## src/rtl/add_subt_norm_pkg.sv

```systemverilog
// Shared widths, case encoding and S1->S2 payload for the add/subtract
// post-normalization stage.
package add_subt_norm_pkg;

  localparam int unsigned W  = 55;  // significand width
  localparam int unsigned EW = 11;  // exponent width
  localparam int unsigned SW = 6;   // shift-count width, ceil(log2(W))

  // How a beat is resolved in S1
  typedef enum logic [1:0] {
    CASE_NORMAL,
    CASE_UFLOW,
    CASE_ZERO
  } norm_case_t;

  // Payload carried from S1 to S2; shift is the effective shift e
  typedef struct packed {
    logic [W-1:0]  mant;
    logic [EW-1:0] exp;
    logic [SW-1:0] shift;
    logic          zero;
    logic          uflow;
    logic          err;
  } norm_s1_t;

endpackage

```

## src/rtl/norm_barrel_lshift.sv

```systemverilog
// Combinational logarithmic left shifter: SW mux levels, level k shifts by
// 2**k when amt[k] is set. Vacated LSBs are zero-filled.
module norm_barrel_lshift #(
  parameter int unsigned W  = 55,
  parameter int unsigned SW = 6
) (
  input  logic [W-1:0]  din,
  input  logic [SW-1:0] amt,
  output logic [W-1:0]  dout
);

  logic [W-1:0] lvl [SW+1];

  assign lvl[0] = din;

  // One conditional power-of-two shift per bit of the shift amount
  for (genvar k = 0; k < SW; k++) begin : g_lvl
    assign lvl[k+1] = amt[k] ? (lvl[k] << (1 << k)) : lvl[k];
  end

  assign dout = lvl[SW];

endmodule

```

## src/rtl/add_subt_normalizer.sv

```systemverilog
// Post-subtraction normalizer: two-stage valid/ready pipeline.
// S1 classifies the beat (normal / underflow / zero) and resolves the
// effective shift and adjusted exponent; S2 applies the left shift.
// Optional encoder/data consistency checker: define FPU_NORM_CHECK_EN.
module add_subt_normalizer
  import add_subt_norm_pkg::*;
#(
  parameter int unsigned W  = add_subt_norm_pkg::W,
  parameter int unsigned EW = add_subt_norm_pkg::EW,
  parameter int unsigned SW = add_subt_norm_pkg::SW
) (
  input  logic          clk,
  input  logic          rst_n,
  input  logic          valid_i,
  output logic          ready_o,
  input  logic [W-1:0]  Mant_i,
  input  logic [EW-1:0] Exp_i,
  input  logic [SW-1:0] Shift_i,
  output logic          valid_o,
  input  logic          ready_i,
  output logic [W-1:0]  Mant_o,
  output logic [EW-1:0] Exp_o,
  output logic          Zero_o,
  output logic          Uflow_o,
  output logic          Shift_Err_o
);

  norm_case_t    in_case;
  norm_s1_t      in_pl;
  logic [EW-1:0] shift_ext;
  logic          in_err;

  logic          s1_v;
  logic          s2_v;
  logic          s2_adv;
  norm_s1_t      s1_q;
  logic [W-1:0]  sh_out;

  assign shift_ext = EW'(Shift_i);

  // Classify the incoming beat; zero has priority over underflow
  always_comb begin
    if (Mant_i == '0 || 32'(Shift_i) >= W) begin
      in_case = CASE_ZERO;
    end else if (shift_ext < Exp_i) begin
      in_case = CASE_NORMAL;
    end else begin
      in_case = CASE_UFLOW;
    end
  end

  // Resolve effective shift, exponent and flags for the S1 payload.
  // Underflow shifts by Exp_i-1 so the result lands on the subnormal
  // boundary; Exp_i <= Shift_i < W there, so the shift fits SW bits.
  always_comb begin
    in_pl      = '0;
    in_pl.mant = Mant_i;
    in_pl.err  = in_err;
    unique case (in_case)
      CASE_NORMAL: begin
        in_pl.exp   = Exp_i - shift_ext;
        in_pl.shift = Shift_i;
      end
      CASE_UFLOW: begin
        in_pl.shift = (Exp_i == '0) ? '0 : SW'(Exp_i - EW'(1));
        in_pl.uflow = 1'b1;
      end
      default: begin
        in_pl.mant = '0;
        in_pl.zero = 1'b1;
      end
    endcase
  end

`ifdef FPU_NORM_CHECK_EN
  logic [31:0] lead_pos;

  // The leading one must sit exactly at W-1-Shift_i with nothing above it
  always_comb begin
    lead_pos = W - 1 - 32'(Shift_i);
    in_err   = (in_case != CASE_ZERO) && ((Mant_i >> lead_pos) != W'(1));
  end
`else
  assign in_err = 1'b0;
`endif

  // S2 can take a beat when empty or when its beat leaves this cycle;
  // S1 can take one when empty or when it moves into S2.
  assign s2_adv  = !s2_v || ready_i;
  assign ready_o = !s1_v || s2_adv;
  assign valid_o = s2_v;

  // S1 register: valid bit plus resolved payload
  always_ff @(posedge clk or negedge rst_n) begin
    if (!rst_n) begin
      s1_v <= 1'b0;
      s1_q <= '0;
    end else if (ready_o) begin
      s1_v <= valid_i;
      if (valid_i) begin
        s1_q <= in_pl;
      end
    end
  end

  norm_barrel_lshift #(
    .W  (W),
    .SW (SW)
  ) u_lshift (
    .din  (s1_q.mant),
    .amt  (s1_q.shift),
    .dout (sh_out)
  );

  // S2 register: shifted significand and flags drive the outputs directly
  always_ff @(posedge clk or negedge rst_n) begin
    if (!rst_n) begin
      s2_v    <= 1'b0;
      Mant_o  <= '0;
      Exp_o   <= '0;
      Zero_o  <= 1'b0;
      Uflow_o <= 1'b0;
    end else if (s2_adv) begin
      s2_v <= s1_v;
      if (s1_v) begin
        Mant_o  <= sh_out;
        Exp_o   <= s1_q.exp;
        Zero_o  <= s1_q.zero;
        Uflow_o <= s1_q.uflow;
      end
    end
  end

`ifdef FPU_NORM_CHECK_EN
  // Checker flag travels with its beat's data
  always_ff @(posedge clk or negedge rst_n) begin
    if (!rst_n) begin
      Shift_Err_o <= 1'b0;
    end else if (s2_adv && s1_v) begin
      Shift_Err_o <= s1_q.err;
    end
  end
`else
  logic unused_s1_err;
  assign unused_s1_err = s1_q.err;
  assign Shift_Err_o   = 1'b0;
`endif

endmodule
```

## config.mk

```make
export PLATFORM = sky130hd
export DESIGN_NAME = add_subt_normalizer
export DESIGN_NICKNAME = d
export VERILOG_FILES = /design/src/rtl/add_subt_norm_pkg.sv /design/src/rtl/norm_barrel_lshift.sv /design/src/rtl/add_subt_normalizer.sv
export SDC_FILE = /design/constraint.sdc
export NUM_CORES = 1
export LEC_CHECK = 0
export BUFFER_PORTS_ARGS = -buffer_cell sky130_fd_sc_hd__buf_2
export CAP_MARGIN = 20
export CORE_MARGIN = 5
export CORE_UTILIZATION = 62
export CTS_CLUSTER_SIZE = 24
export DETAILED_ROUTE_END_ITERATION = 8
export PLACE_DENSITY = 0.91
export SLEW_MARGIN = 20
export SYNTH_ARGS = -nofsm -noshare
export SYNTH_HDL_FRONTEND = slang
export SYNTH_SLANG_ARGS = --single-unit
```

## constraint.sdc

```tcl
create_clock -name clk -period 5.5 [get_ports clk]
set_input_delay 1.1 -clock clk [delete_from_list [all_inputs] [get_ports clk]]
set_output_delay 1.1 -clock clk [all_outputs]
set_load 0.02 [all_outputs]
```

==> run metrics <==
RSZ-0062 raised after global routing=false; DRT iter0 DRCs=1386; Sink Count=144; Finished Cell Area=10360 um^2; Via density=6.886; final hold slack=469.4 ps; dpl cell area=9792 um^2; required time of the critical path=5810 ps; status=finished, final reports clean; Warnings, synthesis=0; FF+latch count, synth=144; TritonCTS clock tree=yes; Port Buffers=145; max_cap viols=0; largest fanout on the critical path=47; Synth async-reset ratio=100.0%; Tcrit/Tclk final=61.29%; largest net degree at the start of global routing=92; Lkg Pwr=0.004833 uW; FF+latch area=3608 um^2; io pins=147; Slew @ Worst Pin=1045 ps; Synth-to-Final Area Change=13.53%; Multi-input gate area=5109 um^2; CP endpoint kind=register; first-pass GRT wire length=42.99 mm; most common cell after layout, fill and taps aside=buf_2; Hold Crit Class=register to register; max frequency=296.7 MHz; initial core utilization=63.03%; Fin Setup TNS=0 ps; cts hold-fix bufs=0; Reg2Reg Launch Point=s1_q[5]; fin. max-slew vios=0; core area=14480 um^2; Final ANT Viol Nets=0; post-synthesis cell type count=64; layout cells sized above 1=27.73%; number of enable flip-flop cells after synthesis=0; post-synthesis sequential area ratio=39.48%; Setup Viol. Count Final=0; drt pass-1 iters=6; Setup crit start=s1_q[5]; CTS H-tree lvls=4; total number of vias=8194; Clock Path Buffers=2; post-synthesis cell count=892; Die Wd=131.3 um; clock slew at reported path FFs=60 ps; nets=1079; Synth top area share=39.48%; Worst IR Drop VDD=228.1 uV; synth top area cells=dfrtp_1 39%, a22o_1 8.2%, mux2i_1 7.5%; number of fillers in the final layout=1052; DP Wirelength=19.76 mm; DRC errors left=0; routability cong.=0.9627; Worst setup SP type=register; n_diodes=0; Mapped Area=9126 um^2; syn_area_per_cell=10.23 um^2; drt total wl=27.00 mm; Clock Latency Late Sink=420 ps; headroom to the max-slew limit=30.30%; clock skew=5.671 ps; area leader, netlist=dfrtp_1; WS Path Type=register to register; Worst Hold Launch=Mant_o[1]; min Tclk post-route=3371 ps; total CTS buffers=17; postcts setup bufs=0; row cnt=44; drt wl/cell=22.69 um; power density over cell area=416.9 nW/um^2; ys flop type=dfrtp_1; GRT Util Overall=30.77%; Die Ht=131.3 um; vias in the first global route=7694; Hold Violations, Final=0; CP Data Arrival Time=3680 ps; GRT overflow=0; # resized after CTS=0; initial antenna violation count=0; commonest non-fill, non-tap cells in the layout=144 x buf_2, 140 x dfrtp_1, 112 x nand2_1, 85 x a22o_1, 68 x mux2i_1; Die ar.=17250 um^2; Syn Nets=976; clock root buffer=clkbuf_16
[report_power, final]
| group | switching, uW | total [uW] | internal, uW |
|---|---|---|---|
| Clock | 433 | 1120 | 684 |
| Sequential | 247 | 1540 | 1290 |
| Combinational | 995 | 1660 | 669 |
[cell usage after synthesis, drive strengths merged (15+ instances only)]
cell / count
a22o: 85
nand2: 114
clkbuf: 34
nor2: 56
buf: 35
o21ai: 43
mux4: 23
a21oi: 34
mux2i: 71
nor4: 15
mux2: 55
dfrtp: 144
[worst max-delay path, cell delays in order (launching register included)]
cell,delay [ps]
dfrtp_2,1040
buf_4,460
mux2_2,410
mux2i_1,320
mux2i_1,250
mux2i_1,380
o21ai_0,130
a211o_1,250
[worst paths after layout]
check / to / slack [ps] / cells past startpoint
setup / recovery: Mant_o[49] / 2130 / 7
hold / removal: Mant_o[1] / 470 / 2
setup reg to reg: Mant_o[49] / 2130 / 7
hold reg to reg: Mant_o[1] / 470 / 2
max in group asynchronous: s1_q[29] / 3630 / 2
min in group asynchronous: s1_q[70] / 710 / 1
[stage by stage]
stage	total power (uW)	cells	worst slack (ps)	util (%)
finish	4319	1190	2129	71.56
global route	4504	1190	2022	71.56
CTS	4276	1190	2261	71.56
detailed placement	3153	1160	2033	67.63
global placement	3111	1160	2107	67.63
floorplan	2631	892	2534	-
[logic make-up after synthesis]
kind of cell / after synthesis / synth area share (%)
AO/OA/AOI/OAI: 251 / 20.39
AND/OR/NAND/NOR: 246 / 12.13
multiplexers: 149 / 21.10
flip-flops: 144 / 39.48
buffers and inverters: 83 / 4.716
XOR/XNOR: 10 / 0.9596
adder cells (fa/ha/maj): 8 / 1.179
other: 1 / 0.04109
[metal layers]
layer,share of wire (%),wire (um),vias to the layer above,global-route usage [%]
met5,0,0,-,0
met4,2.7,720,0,11.03
met3,11,2996,69,7.416
met2,45,12100,565,45.12
met1,41,11190,3957,44.90
li1,-,-,3603,-
[final cells by class]
cell class	count	share of cell area, %
timing repair buffer	153	7.644
inverter	14	0.5072
multi-input combinational	665	49.31
clock buffer	20	4.408
tap	184	2.222
clock inverter	10	1.087
sequential	144	34.83
[state kept, by name, indices dropped and copies added (netlist names)]
| name | flops |
|---|---|
| Mant_o | 55 |
| s1_v | 1 |
| valid_o | 1 |
| Zero_o | 1 |
| Uflow_o | 1 |
| s1_q | 74 |
| Exp_o | 11 |
No activity file was read; power rests on OpenSTA's default activity.
